$ cat config.mk
export PLATFORM = sky130hd
export DESIGN_NAME = regfile_mp
export DESIGN_NICKNAME = d
export VERILOG_FILES = /design/src/rtl/regfile_pkg.sv /design/src/rtl/regfile_scoreboard.sv /design/src/rtl/regfile_mp.sv
export SDC_FILE = /design/constraint.sdc
export NUM_CORES = 2
export LEC_CHECK = 0
export BUFFER_PORTS_ARGS = -buffer_cell sky130_fd_sc_hd__buf_2
export CORE_ASPECT_RATIO = 1.2
export CORE_MARGIN = 2
export CORE_UTILIZATION = 60
export CTS_CLUSTER_SIZE = 16
export DETAILED_ROUTE_END_ITERATION = 7
export PLACE_DENSITY = 0.77
export SLEW_MARGIN = 0
export SYNTH_ARGS = -nofsm -noshare
export SYNTH_HDL_FRONTEND = slang
export SYNTH_SLANG_ARGS = --single-unit
$ cat constraint.sdc
create_clock -name clk -period 63.4 [get_ports clk]
set_clock_uncertainty 0.2 [all_clocks]
set_input_delay 6.34 -clock clk [delete_from_list [all_inputs] [get_ports clk]]
set_output_delay 6.34 -clock clk [all_outputs]
set_load 0.03 [all_outputs]
$ cat src/rtl/regfile_pkg.sv
// Shared constants and helpers for the multi-port register file.
package regfile_pkg;

    localparam int XLEN_DEFAULT     = 32;
    localparam int NUM_REGS_DEFAULT = 32;
    localparam int REG_ZERO         = 0;

    function automatic int addr_width(input int n);
        int w;
        w = 0;
        while ((1 << w) < n) begin
            w++;
        end
        return w;
    endfunction

endpackage

$ cat src/rtl/regfile_scoreboard.sv
// Per-register busy bits: issue sets, writeback clears, issue wins on a tie.
module regfile_scoreboard
    import regfile_pkg::*;
#(
    parameter  int NUM_REGS  = NUM_REGS_DEFAULT,
    parameter  int NUM_WRITE = 1,
    localparam int AW        = addr_width(NUM_REGS)
) (
    input  logic                    clk,
    input  logic                    reset,
    input  logic                    iss_en,
    input  logic [AW-1:0]           iss_addr,
    input  logic [NUM_WRITE-1:0]    clr_en,
    input  logic [NUM_WRITE*AW-1:0] clr_addr,
    output logic [NUM_REGS-1:0]     busy_vec
);

    logic [NUM_REGS-1:0] busy_q;
    logic [NUM_REGS-1:0] busy_d;

    always_comb begin
        busy_d = busy_q;
        for (int j = 0; j < NUM_WRITE; j++) begin
            if (clr_en[j]) begin
                busy_d[clr_addr[j*AW +: AW]] = 1'b0;
            end
        end
        // A new producer outranks the retiring one on the same edge.
        if (iss_en) begin
            busy_d[iss_addr] = 1'b1;
        end
        busy_d[REG_ZERO] = 1'b0;
    end

    always_ff @(posedge clk or posedge reset) begin
        if (reset) begin
            busy_q <= '0;
        end else begin
            busy_q <= busy_d;
        end
    end

    assign busy_vec = busy_q;

endmodule

$ cat src/rtl/regfile_mp.sv
// Multi-port integer register file with x0 hardwired to zero and busy scoreboard.
// Define REGFILE_BYPASS_EN to forward same-cycle writes onto the read ports.
module regfile_mp
    import regfile_pkg::*;
#(
    parameter  int XLEN      = XLEN_DEFAULT,
    parameter  int NUM_REGS  = NUM_REGS_DEFAULT,
    parameter  int NUM_READ  = 2,
    parameter  int NUM_WRITE = 1,
    localparam int AW        = addr_width(NUM_REGS)
) (
    input  logic                      clk,
    input  logic                      reset,
    input  logic [NUM_READ*AW-1:0]    rd_addr,
    output logic [NUM_READ*XLEN-1:0]  rd_data,
    output logic [NUM_READ-1:0]       rd_busy,
    input  logic [NUM_WRITE-1:0]      wr_en,
    input  logic [NUM_WRITE*AW-1:0]   wr_addr,
    input  logic [NUM_WRITE*XLEN-1:0] wr_data,
    input  logic                      iss_en,
    input  logic [AW-1:0]             iss_addr,
    output logic [NUM_REGS-1:0]       busy_vec
);

    logic [XLEN-1:0]      regs_q [NUM_REGS];
    logic [XLEN-1:0]      regs_d [NUM_REGS];
    logic [NUM_WRITE-1:0] wr_act;
    logic                 iss_act;

    always_comb begin
        wr_act = '0;
        for (int j = 0; j < NUM_WRITE; j++) begin
            wr_act[j] = wr_en[j] && (wr_addr[j*AW +: AW] != AW'(REG_ZERO));
        end
        iss_act = iss_en && (iss_addr != AW'(REG_ZERO));
    end

    // Later ports overwrite earlier ones, so the highest index wins.
    always_comb begin
        for (int r = 0; r < NUM_REGS; r++) begin
            regs_d[r] = regs_q[r];
        end
        for (int j = 0; j < NUM_WRITE; j++) begin
            if (wr_act[j]) begin
                regs_d[wr_addr[j*AW +: AW]] = wr_data[j*XLEN +: XLEN];
            end
        end
    end

    always_ff @(posedge clk or posedge reset) begin
        if (reset) begin
            for (int r = 0; r < NUM_REGS; r++) begin
                regs_q[r] <= '0;
            end
        end else begin
            regs_q <= regs_d;
        end
    end

    regfile_scoreboard #(
        .NUM_REGS  (NUM_REGS),
        .NUM_WRITE (NUM_WRITE)
    ) u_scoreboard (
        .clk      (clk),
        .reset    (reset),
        .iss_en   (iss_act),
        .iss_addr (iss_addr),
        .clr_en   (wr_act),
        .clr_addr (wr_addr),
        .busy_vec (busy_vec)
    );

    always_comb begin
        rd_data = '0;
        rd_busy = '0;
        for (int i = 0; i < NUM_READ; i++) begin
            logic [AW-1:0] a;
            a = rd_addr[i*AW +: AW];
            if (a != AW'(REG_ZERO)) begin
                rd_data[i*XLEN +: XLEN] = regs_q[a];
                rd_busy[i] = busy_vec[a];
`ifdef REGFILE_BYPASS_EN
                for (int j = 0; j < NUM_WRITE; j++) begin
                    if (wr_act[j] && wr_addr[j*AW +: AW] == a) begin
                        rd_data[i*XLEN +: XLEN] = wr_data[j*XLEN +: XLEN];
                        rd_busy[i] = 1'b0;
                    end
                end
                if (iss_act && iss_addr == a) begin
                    rd_busy[i] = 1'b1;
                end
`endif
            end
        end
    end

endmodule

Word-level counts from Yosys, hierarchy flattened
Index checks and enable logic that the tools add are counted.
{"block": "classes", "addsub": 0, "n_mux": 23, "bitwise": 6, "n_mul": 0, "n_eq_ne": 0, "n_div": 0, "reduce_logical": 9, "shift": 0, "n_lt_le_gt_ge": 10}
{"op": "$bwmux W1024", "n": 1}
{"op": "$bmux W32 S5", "n": 2}
{"op": "$mux W32", "n": 9}
{"op": "$demux W32 S5", "n": 1}
{"op": "$and A32 B32 Y32", "n": 1}
{"op": "$not A32 Y32", "n": 1}
{"op": "$or A32 B32 Y32", "n": 1}
{"op": "$lt A5 B6 Y1 const B", "n": 4}
{"op": "$reduce_bool A5 Y1", "n": 4}
{"op": "$ge A6 B6 Y1 const B", "n": 3}
{"op": "$not A5 Y6", "n": 3}
{"op": "$bmux W1 S5", "n": 2}
{"op": "$demux W1 S5", "n": 2}
{"op": "$ge A5 B1 Y1 const B", "n": 2}
{"op": "$lt A6 B1 Y1 const B", "n": 1}
{"op": "$mux W1", "n": 6}
{"op": "$logic_and A1 B1 Y1", "n": 5}
{"block": "word_totals", "latch_bits": 0, "ff_bits": 1055, "memories": 0, "mem_bits_rw": 0, "out_inout_bits": 98, "in_bits": 56, "mem_bits_ro": 0}

Logic depth before layout (Yosys ltp)
{"block": "logic_depth", "ltp_word": 9, "mapped_depth": 8}

Cells and area by module
Synthesis repeated with hierarchy kept, for this count alone.
{"block": "unflattened", "cells_unflattened": 3831, "hier_area_um2": 56173.9}
{"mod": "regfile_mp", "seq_area_each_um2": 25624.6, "area_per_inst_um2": 54886.4, "n_inst": 1, "cells_per_inst": 3710}
{"mod": "regfile_scoreboard", "seq_area_each_um2": 775.7, "area_per_inst_um2": 1287.5, "n_inst": 1, "cells_per_inst": 121}

Worst setup path after synthesis
OpenSTA, ideal clock, no wires.
{"block": "synth_timing", "path_type": "input to output", "startpoint": "input rd_addr[1]", "endpoint": "output rd_data[30]", "stages": 7, "setup_slack_ns": 48.383, "t_arrival_ns": 8.477, "t_required_ns": 56.860, "path_buffers": 4, "path_cell_list": "buf_4 > buf_4 > buf_4 > buf_2 > mux4_2 > mux2i_1 > o311ai_0"}
{"block": "synth_via", "elab_chain_len": 5, "elab_cells_between_ends": 6}
{"element": "start: declaration", "line_no": "regfile_mp.sv:14", "text": "input logic [NUM_READ*AW-1:0] rd_addr,"}
{"element": "$not A5 Y6 (implied by the code)", "line_no": "regfile_mp.sv:80", "text": "rd_data[i*XLEN +: XLEN] = regs_q[a];"}
{"element": "$bmux W32 S5", "line_no": "regfile_mp.sv:80"}
{"element": "$mux W32 (implied by the code) (2 in a row)", "line_no": "regfile_mp.sv:80"}
{"element": "$mux W32 (*)", "line_no": "regfile_mp.sv:79", "text": "if (a != AW'(REG_ZERO)) begin"}
{"element": "end: declaration", "line_no": "regfile_mp.sv:15", "text": "output logic [NUM_READ*XLEN-1:0] rd_data,"}
Every way passes the cells marked *; elsewhere a longest branch is shown, timed or not. The select of a mux whose other input is x is not followed.

Worst setup path after layout
{"block": "layout_timing", "startpoint": "input rd_addr[6]", "endpoint": "output rd_data[54]"}
The elaborated chain is that of the path after synthesis.

==> results.cfg <==
[floorplan]
fp-row-count = 122
core_area_mm2 = 0.0924
dieHeight_um = 339
start_util_pct = 60.7
die_x_um = 283
die-area_mm2 = 0.0959
io_pins = 154

[route]
viasPerCell = 7.48
routedWlPerCell_um = 35.3
drc = 0
drt-initial-drc-count = 4167
ant_nets = 0
vias = 36189
first_pass_iters = 5
wl_um = 171000

[critical_path]
cp_max_fo = 102
startpoint = rd_addr[6]
cpPeakStageDelay_ps = 890
cp_data_arrival_time_ps = 11670
crit_top_cell = buf_4
critical-path-top-delay-family = buffers and inverters
start_kind = input pin
crit_type = input pin to output pin
required_ps = 56860
critPathSlowestCell = buf_4
crit_chain = buf_8 > buf_4 > buf_12 > buf_4 > buf_4 > mux4_2 > mux2i_1 > a221o_1 > a31oi_1 > buf_2
reg2reg_from = u_scoreboard.busy_vec[21]$_DFF_PP0_
cp-end-kind = output pin
cp_num_buf_inv = 6

[final_layout]
layout_common_cells = 1,055 x dfrtp_1, 1,031 x mux2_2, 493 x mux4_2
nFillCells = 6266
fin_util_pct = 66.0
drive_gt1_share_pct = 55.6
final_common_cell = dfrtp_1
final_nets = 3569
area_growth_pct = 8.78

[cts]
clk_path_buf_depth = 3
clk_latency_ps = 700
post-cts-setup-buffers = 0
cts_resized = 0
root_buffer = clkbuf_16
cts_hold_buffers = 0
htreeDepth = 3
clk_pin_slew_ps = 60
cts.sinks = 1055
cts_tree = yes
numCtsBuffers = 104

[logic_synthesis]
syn_area_per_cell_um2 = 15.6
synth-seq-cells = 1055
syn_nets = 3659
synth_edf_count = 0
ys_warn_count = 0
synthCells = 3603
syn-cell-area_mm2 = 0.0561
synth_ff_type = dfrtp_1
ys_types = 46
synthArstFlopShare_pct = 100
synth-seq-area-share_pct = 47.1

[power]
powerDensity_mw_per_mm2 = 32.7
ir_worst_vdd_mv = 0.0219
total_power_mw = 1.99
total_leakage_power_nw = 26.5

[timing]
fmax_mhz = 54.9
slew_headroom_pct = 17.4
tns_ps = 0
setup_violations = 0
finalCriticalPeriod_ps = 18210
hold_viol = 0
rsz0062_at_grt = false
tightest_slew_ps = 1240
fin_crit_sh_pct = 28.7
drv_slew = 0
holdWs_ps = 188
fin_ws_ps = 45190

[placed_design]
portBuffers = 152
dpl.hpwl_um = 93200
gp_congestion = 0.876
dp_slack_ps = 45020

[status]
status = complete, no violations

[global_route]
grt_max_degree = 142
grt_overflow_total = 0
antenna_found_initial = 10
grt_first_pass_wirelength_um = 255000
grt_pass1_vias = 38043
grt_util_all_layers_pct = 35.8

[run]
drv_cap = 0

[hold_path]
min-delay-start = regs_q[1022]$_DFFE_PP0P_
hold_path_class = flip-flop to flip-flop
==> worst register-to-register path, cell delays in order, from the launching register on <==
cell	delay [ps]
dfrtp_1	470
o21ai_0	150
o21ai_0	140
==> routing by layer <==
layer | GRT usage (%) | wire (um) | vias up
met2 | 55.6 | 81000 | 2275
met3 | 7.55 | 16700 | 549
met1 | 48.0 | 63500 | 19444
li1 | - | - | 13915
met4 | 19.2 | 9600 | 6
met5 | 0 | 42 | -
==> metrics by stage <==
step / cell area (um2) / std cells
6_report: 61000 / 4839
3_3_place_gp: 57400 / 4647
2_1_floorplan: 56100 / 3603
3_5_place_dp: 57400 / 4647
5_1_grt: 61000 / 4836
4_1_cts: 61000 / 4833
==> area by class of cell <==
| type | count | area, um2 | area share (%) |
|---|---|---|---|
| Tap cell | 1240 | 1550 | 2.54 |
| Antenna cell | 6 | 15.0 | 0.0246 |
| Clock inverter | 38 | 519 | 0.851 |
| Multi-Input combinational cell | 2113 | 28000 | 45.8 |
| Clock buffer | 148 | 3070 | 5.03 |
| Timing Repair Buffer | 227 | 1410 | 2.32 |
| Inverter | 12 | 57.6 | 0.0944 |
| Sequential cell | 1055 | 26400 | 43.3 |
==> flip-flops by register name (all words and copies together) (netlist names) <==
signal / count
u_scoreboard.busy_vec: 31
regs_q: 1024
==> report_power, final <==
group	switching (mW)	total [mW]	internal, mW
combinational	0.182	0.429	0.247
sequential	0.108	0.910	0.802
clock	0.270	0.654	0.384
total	0.560	1.99	1.43
==> worst paths after layout <==
check                                                            to  slack [ps]  cells after the start
worst max-delay path                                    rd_data[54]       45190                     10
min in group asynchronous                   regs_q[664]$_DFFE_PP0P_        5660                      2
worst max register to register  u_scoreboard.busy_vec[21]$_DFF_PP0_       62320                      2
worst min register to register             regs_q[1022]$_DFFE_PP0P_         190                      0
worst min-delay path                       regs_q[1022]$_DFFE_PP0P_         190                      0
max in group asynchronous                   regs_q[647]$_DFFE_PP0P_       53190                      6
==> kinds of logic (layout without fill, tap and decap cells) <==
family / after synthesis / after routing / synth area share, %
flops: 1055 / 1055 / 47.1
compound gates: 270 / 270 / 3.72
other cells: 1 / 7 / 0.00669
mux: 1751 / 1751 / 44.8
buf+inv: 435 / 425 / 3.49
simple gates: 91 / 91 / 0.870
==> Yosys cell counts (2+ instances only) <==
library cell,count,area (um2)
a221o_1,39,390
a221oi_1,85,744
a22o_1,11,96.3
a22oi_1,32,240
a31oi_1,33,206
a32o_1,3,30.0
and2_1,2,12.5
and3_1,2,12.5
buf_1,39,146
buf_2,116,581
buf_4,33,248
buf_6,7,78.8
clkbuf_1,228,856
dfrtp_1,1055,26400
inv_1,11,41.3
mux2_2,1031,11600
mux2_4,29,435
mux2i_1,198,1980
mux4_2,493,11100
nand2_1,18,67.6
nand2b_1,5,31.3
nand3_1,6,30.0
nand3b_1,3,22.5
nand4b_1,3,26.3
nor2_1,24,90.1
nor2b_1,10,62.6
nor3_1,4,20.0
nor3b_1,4,30.0
nor4_1,2,12.5
o21ai_0,49,245
o22ai_1,10,62.6
o32ai_1,4,35.0
(Power assumes the default switching activity.)
